$ cat src/rtl/mem_access_unit_pkg.sv
// Shared constants for the MEM-stage load/store unit.
// Holds the funct3 access-size codes, the FSM state codes and a small address helper.
package mem_access_unit_pkg;

    // funct3 access-size encodings (loads use all five, stores use B/H/W only)
    localparam logic [2:0] MEM_B  = 3'b000;
    localparam logic [2:0] MEM_H  = 3'b001;
    localparam logic [2:0] MEM_W  = 3'b010;
    localparam logic [2:0] MEM_BU = 3'b100;
    localparam logic [2:0] MEM_HU = 3'b101;

    // FSM state codes
    localparam logic [0:0] ST_IDLE = 1'b0;
    localparam logic [0:0] ST_WAIT = 1'b1;

    // Word-aligned form of a byte address, as presented on the bus
    function automatic logic [31:0] word_addr(input logic [31:0] addr);
        return {addr[31:2], 2'b00};
    endfunction

endpackage

$ cat src/rtl/mem_access_unit_store_align.sv
// Combinational lane aligner: from access size and byte offset, produces the
// byte enables, lane-replicated store data and a misalignment flag.
// Used for loads too, where only the misalignment flag matters.
module mem_access_unit_store_align
    import mem_access_unit_pkg::*;
(
    input  logic [2:0]  size,
    input  logic [1:0]  byte_off,
    input  logic [31:0] wdata,
    output logic [3:0]  be,
    output logic [31:0] lane_data,
    output logic        misaligned
);

    logic [31:0] byte_rep;
    logic [31:0] half_rep;

    // Replicate the low byte into all four lanes and the low half into both halves
    generate
        for (genvar gi = 0; gi < 4; gi++) begin : g_byte_rep
            assign byte_rep[gi*8 +: 8] = wdata[7:0];
        end
        for (genvar gi = 0; gi < 2; gi++) begin : g_half_rep
            assign half_rep[gi*16 +: 16] = wdata[15:0];
        end
    endgenerate

    // Decode size into enables, lane data and alignment; unknown sizes behave as word
    always_comb begin
        be         = 4'b1111;
        lane_data  = wdata;
        misaligned = 1'b0;
        case (size)
            MEM_B, MEM_BU: begin
                be        = 4'b0001 << byte_off;
                lane_data = byte_rep;
            end
            MEM_H, MEM_HU: begin
                be         = byte_off[1] ? 4'b1100 : 4'b0011;
                lane_data  = half_rep;
                misaligned = byte_off[0];
            end
            default: begin
                misaligned = (byte_off != 2'b00);
            end
        endcase
    end

endmodule

$ cat src/rtl/mem_access_unit.sv
// MEM-stage load/store unit: converts EX/MEM load/store requests into a
// word-aligned bus transaction, stalls until acknowledge or timeout, and
// registers the raw read word plus byte offset for the WB-stage extender.
module mem_access_unit
    import mem_access_unit_pkg::*;
#(
    parameter int TIMEOUT_CYCLES = 255,
    parameter int CNT_W          = 8
) (
    input  logic        clk,
    input  logic        rst_n,
    input  logic        mem_rd_i,
    input  logic        mem_wr_i,
    input  logic [2:0]  mem_size_i,
    input  logic [31:0] addr_i,
    input  logic [31:0] wdata_i,
    output logic        bus_req_o,
    output logic        bus_we_o,
    output logic [31:0] bus_addr_o,
    output logic [3:0]  bus_be_o,
    output logic [31:0] bus_wdata_o,
    input  logic        bus_ack_i,
    input  logic [31:0] bus_rdata_i,
    output logic        stall_o,
    output logic [31:0] ld_data_o,
    output logic [1:0]  ld_byte_sel_o,
    output logic        ld_valid_o,
    output logic        misalign_o,
    output logic        bus_err_o
);

    localparam bit               TO_EN   = (TIMEOUT_CYCLES != 0);
    localparam logic [CNT_W-1:0] TO_LAST = CNT_W'(TIMEOUT_CYCLES - 1);

    logic [0:0]       state_reg;
    logic [CNT_W-1:0] cnt_reg;
    logic [1:0]       byte_off_reg;
    logic             bus_req_reg;
    logic             bus_we_reg;
    logic [31:0]      bus_addr_reg;
    logic [3:0]       bus_be_reg;
    logic [31:0]      bus_wdata_reg;
    logic [31:0]      ld_data_reg;
    logic [1:0]       ld_byte_sel_reg;
    logic             ld_valid_reg;
    logic             misalign_reg;
    logic             bus_err_reg;

    logic [3:0]       align_be;
    logic [31:0]      align_data;
    logic             align_mis;
    logic             req_any;
    logic             start;
    logic             timeout_hit;

    mem_access_unit_store_align u_align (
        .size       (mem_size_i),
        .byte_off   (addr_i[1:0]),
        .wdata      (wdata_i),
        .be         (align_be),
        .lane_data  (align_data),
        .misaligned (align_mis)
    );

    // Request qualification and timeout detection for the current cycle
    always_comb begin
        req_any     = mem_rd_i | mem_wr_i;
        start       = (state_reg == ST_IDLE) & req_any & ~align_mis;
        timeout_hit = TO_EN & (state_reg == ST_WAIT) & ~bus_ack_i & (cnt_reg == TO_LAST);
    end

    // Stall while an access is pending; release in the cycle it completes
    // (ack or abort) so the pipeline advances together with the capture.
    // Held low during reset so a frozen upstream request cannot keep it high.
    always_comb begin
        stall_o = 1'b0;
        if (rst_n) begin
            if (state_reg == ST_IDLE)
                stall_o = start;
            else
                stall_o = ~bus_ack_i & ~timeout_hit;
        end
    end

    // Access FSM, bus output registers and load capture
    always_ff @(posedge clk or negedge rst_n) begin
        if (!rst_n) begin
            state_reg       <= ST_IDLE;
            cnt_reg         <= '0;
            byte_off_reg    <= 2'b00;
            bus_req_reg     <= 1'b0;
            bus_we_reg      <= 1'b0;
            bus_addr_reg    <= 32'h0;
            bus_be_reg      <= 4'h0;
            bus_wdata_reg   <= 32'h0;
            ld_data_reg     <= 32'h0;
            ld_byte_sel_reg <= 2'b00;
            ld_valid_reg    <= 1'b0;
            misalign_reg    <= 1'b0;
            bus_err_reg     <= 1'b0;
        end else begin
            ld_valid_reg <= 1'b0;
            misalign_reg <= 1'b0;
            bus_err_reg  <= 1'b0;
            if (state_reg == ST_IDLE) begin
                misalign_reg <= req_any & align_mis;
                if (start) begin
                    state_reg     <= ST_WAIT;
                    cnt_reg       <= '0;
                    bus_req_reg   <= 1'b1;
                    bus_we_reg    <= mem_wr_i;
                    bus_addr_reg  <= word_addr(addr_i);
                    bus_be_reg    <= mem_wr_i ? align_be : 4'b1111;
                    bus_wdata_reg <= align_data;
                    byte_off_reg  <= addr_i[1:0];
                end
            end else begin
                if (bus_ack_i) begin
                    // Ack wins over a coincident timeout
                    state_reg   <= ST_IDLE;
                    bus_req_reg <= 1'b0;
                    if (!bus_we_reg) begin
                        ld_data_reg     <= bus_rdata_i;
                        ld_byte_sel_reg <= byte_off_reg;
                        ld_valid_reg    <= 1'b1;
                    end
                end else if (timeout_hit) begin
                    state_reg   <= ST_IDLE;
                    bus_req_reg <= 1'b0;
                    bus_err_reg <= 1'b1;
                    if (!bus_we_reg) begin
                        ld_data_reg     <= 32'h0;
                        ld_byte_sel_reg <= byte_off_reg;
                        ld_valid_reg    <= 1'b1;
                    end
                end else begin
                    cnt_reg <= cnt_reg + 1'b1;
                end
            end
        end
    end

    assign bus_req_o     = bus_req_reg;
    assign bus_we_o      = bus_we_reg;
    assign bus_addr_o    = bus_addr_reg;
    assign bus_be_o      = bus_be_reg;
    assign bus_wdata_o   = bus_wdata_reg;
    assign ld_data_o     = ld_data_reg;
    assign ld_byte_sel_o = ld_byte_sel_reg;
    assign ld_valid_o    = ld_valid_reg;
    assign misalign_o    = misalign_reg;
    assign bus_err_o     = bus_err_reg;

endmodule

$ cat config.mk
export PLATFORM = sky130hd
export DESIGN_NAME = mem_access_unit
export DESIGN_NICKNAME = d
export VERILOG_FILES = /design/src/rtl/mem_access_unit_pkg.sv /design/src/rtl/mem_access_unit_store_align.sv /design/src/rtl/mem_access_unit.sv
export SDC_FILE = /design/constraint.sdc
export NUM_CORES = 1
export LEC_CHECK = 0
export BUFFER_PORTS_ARGS = -buffer_cell sky130_fd_sc_hd__clkbuf_2
export CAP_MARGIN = 40
export CORE_MARGIN = 5
export CORE_UTILIZATION = 45
export CTS_CLUSTER_SIZE = 28
export DETAILED_ROUTE_END_ITERATION = 6
export GPL_ROUTABILITY_DRIVEN = 0
export GPL_TIMING_DRIVEN = 0
export PLACE_DENSITY = 0.86
export SLEW_MARGIN = 30
export SYNTH_ARGS = -nofsm -noshare
export SYNTH_HDL_FRONTEND = slang
export SYNTH_SLANG_ARGS = --single-unit
$ cat constraint.sdc
create_clock -name clk -period 2.95 [get_ports clk]
set_clock_uncertainty 0.05 [all_clocks]
set_input_delay 0.885 -clock clk [delete_from_list [all_inputs] [get_ports clk]]
set_output_delay 0.885 -clock clk [all_outputs]
set_load 0.03 [all_outputs]
==> results.txt, run 1 <==
- After synthesis the netlist holds a flip-flop and latch count of 116.
- From synthesis to final layout, the design area changed by 42.5%.
- The repair_antennas step left the layout with diodes totalling 0.
- Among cell families on the critical path, the largest total delay comes from simple AND/OR/NAND/NOR gates.
- TritonCTS built the clock tree.
- For the final routed database, the setup TNS stands at 0 ns.
* Critical path data arrival time: 1.97 ns
* Clock Tree Buf Depth: 2
- Counting every sink on the clock net gives 116.
- Headroom to the max-slew limit came out at 63.4%.
* Buffers added on ports: 207
- In this run the vertical extent of the chip is 113 microns.
- Detail Placement HPWL: 10600 microns
* Die area: 12800 sq um
* Total number of vias: 4329
- The synthesized design devotes to its leading area cell type 60.7% of total area.
- Time the worst path needs with I/O delays and setup: 2.91 ns
- Critical path data required time: 2.02 ns
- Num rows: 37
* Max-slew violation total from the final report: 0
* Pin count of the biggest net entering global routing: 78
- Dividing the detail-routed via count by the number of cells gives 5.15.
- Across the run, the number of max-cap violations was 0.
- Worst flop-to-flop path endpoint: cnt_reg[3]
- Worst r2r path cells: 7
* Worst R2R Setup Slack: 0.98 ns
- CP max FO: 6
- Fraction of layout instances using a drive strength above 1: 39.9%
- Leak: 3.67 nW
- Top_reg_cell synth: sky130_fd_sc_hd__dfrtp_1
- In this design, the stage delay of the slowest critical-path cell is 0.44 ns.
* Largest area contributor in the netlist: sky130_fd_sc_hd__dfrtp_1
- Across every metal layer, demand over resource in global routing totals 22.5%.
- For this run, asynchronously set or reset flops after synthesis account for 100%.
- Leading cell types in the layout, fill and taps excluded: sky130_fd_sc_hd__clkbuf_2 (203), sky130_fd_sc_hd__nand2_1 (148), sky130_fd_sc_hd__dfrtp_1 (115)
* Ordered cell list for the critical path: nand4_1 -> o21ai_4 -> nand2_4 -> and2_4 -> buf_8
- For this run, the register share of the synthesized area comes to 60.7%.
- After detailed placement, the design holds a cell count of 803.
* Worst setup EP type: output port
- After the first detailed-routing iteration, the DRC count stood at 233.
* Post-synth cell types: 40
- The path class of the tightest hold or removal check is in -> async.
- First-pass DRT Iterations: 4
* Post-Synthesis Cells: 458
- Slew of the pin with the lowest slew margin: 0.549 ns
- Most common cell after layout, fill and taps aside: sky130_fd_sc_hd__clkbuf_2
* Area contributors post-synth: sky130_fd_sc_hd__dfrtp_1 (61%), sky130_fd_sc_hd__nand2_1 (12%), sky130_fd_sc_hd__a22o_1 (5.9%), sky130_fd_sc_hd__mux2i_1 (5.0%), sky130_fd_sc_hd__o21ai_0 (3.5%)
- Routed wire length per instance: 17.2 microns
- Final core utilization: 66.0%
- Summed over all layers, the routed wires come to 14500 microns.
* EDFF count, synth: 0
- First-pass GRT wire length: 22900 microns
* Setup Crit Path Kind: reg -> out
* Maximum vdd ir drop: 0.494 mV
* Number of nets in the final layout: 798
- Worst-skew pair later-pin latency: 0.49 ns
- Yosys warnings: 0
- Fin crit share: 98.5%
- After detailed routing, the number of remaining DRC violations is 0.
- Status: finished, final reports clean
- Highest achievable clock rate: 344 MHz
- Total non-filler cell area in the finished layout: 6810 sq um
* CTS clock-pin slew for the worst setup and hold paths: 0.06 ns
- Placeable Area: 10300 sq um
- Leaving out filler cells and counting taps, the final layout contains 841.
- STA classifies the critical path startpoint as a flip-flop.
- A synthesized cell averages 10.4 sq um.
- Number of endpoints failing setup at the final stage: 0
- CTS placed an instance of sky130_fd_sc_hd__clkbuf_8 at the clock tree root.
* Final Hold Violating Endpoints: 0
- Buffers inserted during clock tree synthesis total 17.
- From left edge to right edge, the die measures 113 microns.
- The cell area that synthesis handed to floorplanning was 4780 sq um.
- Number of global-route vias before repair: 4508
- Standard cell area after detailed placement: 6030 sq um
- The number of buffers and inverters on the critical path is 1.
- Summed over all layers, the global routing overflow is 0.
* Antenna violations before repair: 0
- The clock tree synthesis step divided the H-tree into 4 levels.
- The worst register-to-register path begins at state_reg.
- For this design the ratio of total power to cell area is 1020 nW/um^2.
- Initial standard-cell utilization of the core: 46.3%
* Antenna Violating Nets Remaining: 0
* Top Ports: 212
- The largest individual stage delay along the critical path comes from the cell sky130_fd_sc_hd__dfrtp_1.
repair_timing:
action                     in CTS  in global routing
gates resized for setup        10                  6
setup endpoints to repair       1                  1
hold buffers                    0                  0
setup buffers                   5                  2
pin swaps                       2                  2
gates cloned                    0                  1
layout make-up:
cell class                 count  area (sq um)
buffer                        28           151
timing repair buffer         216          1180
inverter                       3          11.3
clock inverter                12           228
tap                          136           170
clock buffer                  20           435
multi-input combinational    310          1730
fill                         792          3510
sequential                   116          2900
power breakdown:
| part | internal, mW | switching, mW | leakage (nW) | total, mW |
|---|---|---|---|---|
| sequential | 2.08 | 0.290 | 1.44 | 2.37 |
| clock | 1.57 | 0.708 | 0.319 | 2.28 |
| combinational | 0.714 | 1.61 | 1.91 | 2.33 |
synth_stat cells (2+ instances only):
| cell type | number |
|---|---|
| sky130_fd_sc_hd__nand2_1 | 149 |
| sky130_fd_sc_hd__dfrtp_1 | 116 |
| sky130_fd_sc_hd__o21ai_0 | 33 |
| sky130_fd_sc_hd__a22o_1 | 32 |
| sky130_fd_sc_hd__mux2i_1 | 24 |
| sky130_fd_sc_hd__buf_2 | 19 |
| sky130_fd_sc_hd__nor2_1 | 14 |
| sky130_fd_sc_hd__a21oi_1 | 12 |
| sky130_fd_sc_hd__nand3_1 | 6 |
| sky130_fd_sc_hd__buf_6 | 4 |
| sky130_fd_sc_hd__clkbuf_1 | 4 |
| sky130_fd_sc_hd__and2_1 | 3 |
| sky130_fd_sc_hd__inv_1 | 3 |
| sky130_fd_sc_hd__nor2b_1 | 3 |
| sky130_fd_sc_hd__o211ai_1 | 3 |
| sky130_fd_sc_hd__a31oi_1 | 2 |
| sky130_fd_sc_hd__buf_4 | 2 |
| sky130_fd_sc_hd__ha_1 | 2 |
| sky130_fd_sc_hd__mux2_2 | 2 |
| sky130_fd_sc_hd__nand2b_1 | 2 |
| sky130_fd_sc_hd__o21ai_1 | 2 |
| sky130_fd_sc_hd__o31ai_1 | 2 |
| sky130_fd_sc_hd__or3_1 | 2 |
worst max-delay path by stage:
stage               start  endpoint  slack (ns)  cells past startpoint
6_report       cnt_reg[2]   stall_o        0.04                      5
5_1_grt        cnt_reg[2]   stall_o       -0.01                      5
4_1_cts         addr_i[0]   stall_o       -0.02                      7
3_5_place_dp    addr_i[0]   stall_o       -0.30                      8
3_3_place_gp        rst_n   stall_o       -1.60                      3
2_1_floorplan   addr_i[1]   stall_o        0.05                      6
cells by family (layout without fill, tap and decap cells):
logic type | Yosys count | in the layout | share of synthesized area (%)
DFF | 116 | 116 | 60.7
muxes | 26 | 26 | 5.50
buffers and inverters | 33 | 279 | 3.87
and+or+nand+nor | 185 | 185 | 15.7
xor gates and xnor gates | 2 | 2 | 0.367
adders and majority gates | 2 | 2 | 0.524
AOI/OAI and AO/OA | 93 | 93 | 13.2
other | 1 | 2 | 0.0785
per-layer routing:
metal | global-route usage (%) | wire length, microns
met5 | 0 | 0
met4 | 6.89 | 218
met3 | 7.75 | 1410
met2 | 37.7 | 7120
met1 | 27.5 | 5710
stage by stage:
stage          hold slack, ns  setup slack, ns  power [mW]
6_report                0.255           0.0446        6.97
4_1_cts                 0.225          -0.0154        7.03
2_1_floorplan           0.391           0.0510        3.86
3_3_place_gp            0.408            -1.60        4.63
5_1_grt                 0.260          -0.0129        7.33
3_5_place_dp            0.411           -0.304        4.70
(Power assumes the default switching activity.)
==> run 2, diff against run 1 <==
--- a/config.mk
+++ b/config.mk
@@ -13,7 +13,7 @@
 export DETAILED_ROUTE_END_ITERATION = 6
 export GPL_ROUTABILITY_DRIVEN = 0
 export GPL_TIMING_DRIVEN = 0
-export PLACE_DENSITY = 0.86
+export PLACE_DENSITY = 0.77
 export SLEW_MARGIN = 30
 export SYNTH_ARGS = -nofsm -noshare
 export SYNTH_HDL_FRONTEND = slang
==> results.txt, run 2 (synthesis results as in run 1) <==
* Sum of negative setup slack: 0 ns
* Number of endpoints failing setup at the final stage: 0
* Die area: 12800 sq um
* Total number of vias: 4271
- Final Hold Violating Endpoints: 0
- Clock tree synthesis found a total of 116 sinks.
- Inserted Diodes: 0
- Placeable Area: 10300 sq um
* Total power divided by cell area: 997 nW/um^2
- Antenna Violating Nets Remaining: 0
* First-pass GRT wire length: 22600 microns
* Pin count of the biggest net entering global routing: 79
* Launch point of the critical path: addr_i[0]
- Hold/Removal Path Class: in -> async
- For the worst-skew pair, the clock arrives at the later sink with an insertion delay of 0.51 ns.
- Buffers added on ports: 207
- Of all nets on the critical path, the largest fanout is 2.
* Final worst-path setup slack: 0.0841 ns
- For this design, the slowest cell found on the critical path is sky130_fd_sc_hd__a221o_1.
* Most common cell after layout, fill and taps aside: sky130_fd_sc_hd__clkbuf_2
* Setup Crit Path Kind: in -> out
- Initial standard-cell utilization of the core: 46.3%
* Slew of the pin with the lowest slew margin: 0.525 ns
- The critical path goes through clkbuf_16 -> or2_4 -> a221o_1 -> nand2_2 -> and2_4 -> buf_8.
- At the placement stage, the worst setup path has a slack of -0.296 ns.
- Antenna violations before repair: 0
- Max-slew violation total from the final report: 0
* Worst Setup Start Kind: input port
- In this run, the number of DRC markers left after iteration 0 of detailed routing was 194.
* Net switching power of the design: 2.61 mW
- Summed over all layers, the routed wires come to 14200 microns.
- The number of clock buffers added by TritonCTS is 17.
- The net count of the finished layout is 796.
- Flop pwr share: 35.5%
- Critical path data required time: 2.02 ns
* Depth of the CTS H-tree: 4
* Critical Path Max Stage Delay: 0.34 ns
- Detail Placement HPWL: 10600 microns
- Critical path data arrival time: 1.93 ns
* Design internal power: 4.07 mW
- CTS Root Buffer Type: sky130_fd_sc_hd__clkbuf_8
- Worst R2R Setup Slack: 1.07 ns
- The endpoint identified for the worst register-to-register timing path is ld_data_o[3].
- Critical R2R Launch: cnt_reg[0]
- The number of global-route vias before repair is 4442.
* DR vias/cell: 5.09
- Global routing used 22.5% of the available tracks.
- Of the total power, combinational logic draws 34.5%.
* Capturing instance or port of the critical path: stall_o
* Routed wire length per instance: 16.9 microns
* Max transition margin: 64.1%
- Die span in x: 113 microns
- Clock-pin slew was measured on the worst setup and hold paths at 0.06 ns.
- The top cell types in the final layout, fill and taps aside, are sky130_fd_sc_hd__clkbuf_2 (204), sky130_fd_sc_hd__nand2_1 (148), sky130_fd_sc_hd__dfrtp_1 (115).
- The worst-case IR drop observed on VDD is 0.527 mV.
- Time the worst path needs with I/O delays and setup: 2.87 ns
* Worst setup EP type: output port
* Area growth syn-to-layout: 40.2%
- The flow ran to the end, and the final reports show no timing, DRC or antenna violations.
- Dividing the final minimum period by the clock period gives 97.1%.
- For this design the static power due to leakage is 3.61 nW.
* Switching power as a share of total power: 39.1%
- Fraction of layout instances using a drive strength above 1: 39.5%
* DR DRC count: 0
- The clock passes through at most 2 buffers.
- Across the run, the number of max-cap violations was 0.
* Top Ports: 212
- From bottom edge to top edge, the die measures 113 microns.
- The worst register-to-register path has a depth of 7.
- First-pass DRT Iterations: 4
- For this run the aggregate overflow at the end of global routing stands at 0.
- Highest achievable clock rate: 349 MHz
- Fraction of power consumed by the clock network: 30.0%
- TritonCTS built the clock tree.
- The floorplan has 37 rows.
==> run 2: per-layer routing <==
metal  wire length, microns  vias up  global-route usage (%)
met3                   1430       15                    9.14
met2                   6780      209                    36.9
met5                      0        -                       0
met4                    142        0                    5.69
met1                   5850     2040                    27.7
li1                       -     2007                       -
==> run 2: layout make-up <==
cell class | count | area [sq um]
Buffer | 28 | 151
Inverter | 3 | 11.3
Sequential cell | 116 | 2900
Clock inverter | 13 | 160
Multi-Input combinational cell | 310 | 1720
Clock buffer | 19 | 422
Tap cell | 136 | 170
Fill cell | 860 | 3620
Timing Repair Buffer | 214 | 1160
==> run 2: metrics by stage <==
stage	hold WS (ns)	cell area (sq um)	power [mW]	utilization [%]	instances
3_3_place_gp	0.408	5990	4.64	58.0	802
3_5_place_dp	0.415	6030	4.69	58.4	803
5_1_grt	0.243	6700	7.03	64.9	839
6_report	0.243	6700	6.68	64.9	839
4_1_cts	0.227	6680	6.74	64.7	839
2_1_floorplan	0.391	4780	3.86	-	459
==> run 2: repair_timing <==
item                       4_1_cts  5_1_grt
resized for setup                9        3
setup endpoints to repair        1        1
hold buffers                     0        0
pin swaps                        3        1
setup buffers                    5        0
cloned                           0        1
==> run 2: worst min path at each step <==
stage	endpoint	slack [ns]
after detailed placement	bus_addr_o[4]	0.42
final	bus_addr_o[2]	0.24
after CTS	bus_addr_o[2]	0.23
after floorplan	byte_off_reg[0]	0.39
after global routing	bus_addr_o[2]	0.24
after global placement	bus_addr_o[12]	0.41
==> run 2: worst max-delay path: cells and delay by family <==
family / cells / cell delay, ns
compound gates: 1 / 0.34
buf+inv: 2 / 0.23
simple gates: 3 / 0.46
==> run 2: power by group through the flow <==
| stage | Sequential, mW | Combinational, mW | Clock [mW] |
|---|---|---|---|
| after floorplan | 3.29 | 0.566 | 0 |
| after global placement | 2.36 | 2.28 | 0 |
| after detailed placement | 2.38 | 2.31 | 0 |
| after CTS | 2.36 | 2.34 | 2.04 |
| after global routing | 2.44 | 2.47 | 2.13 |
| final | 2.37 | 2.31 | 2.00 |
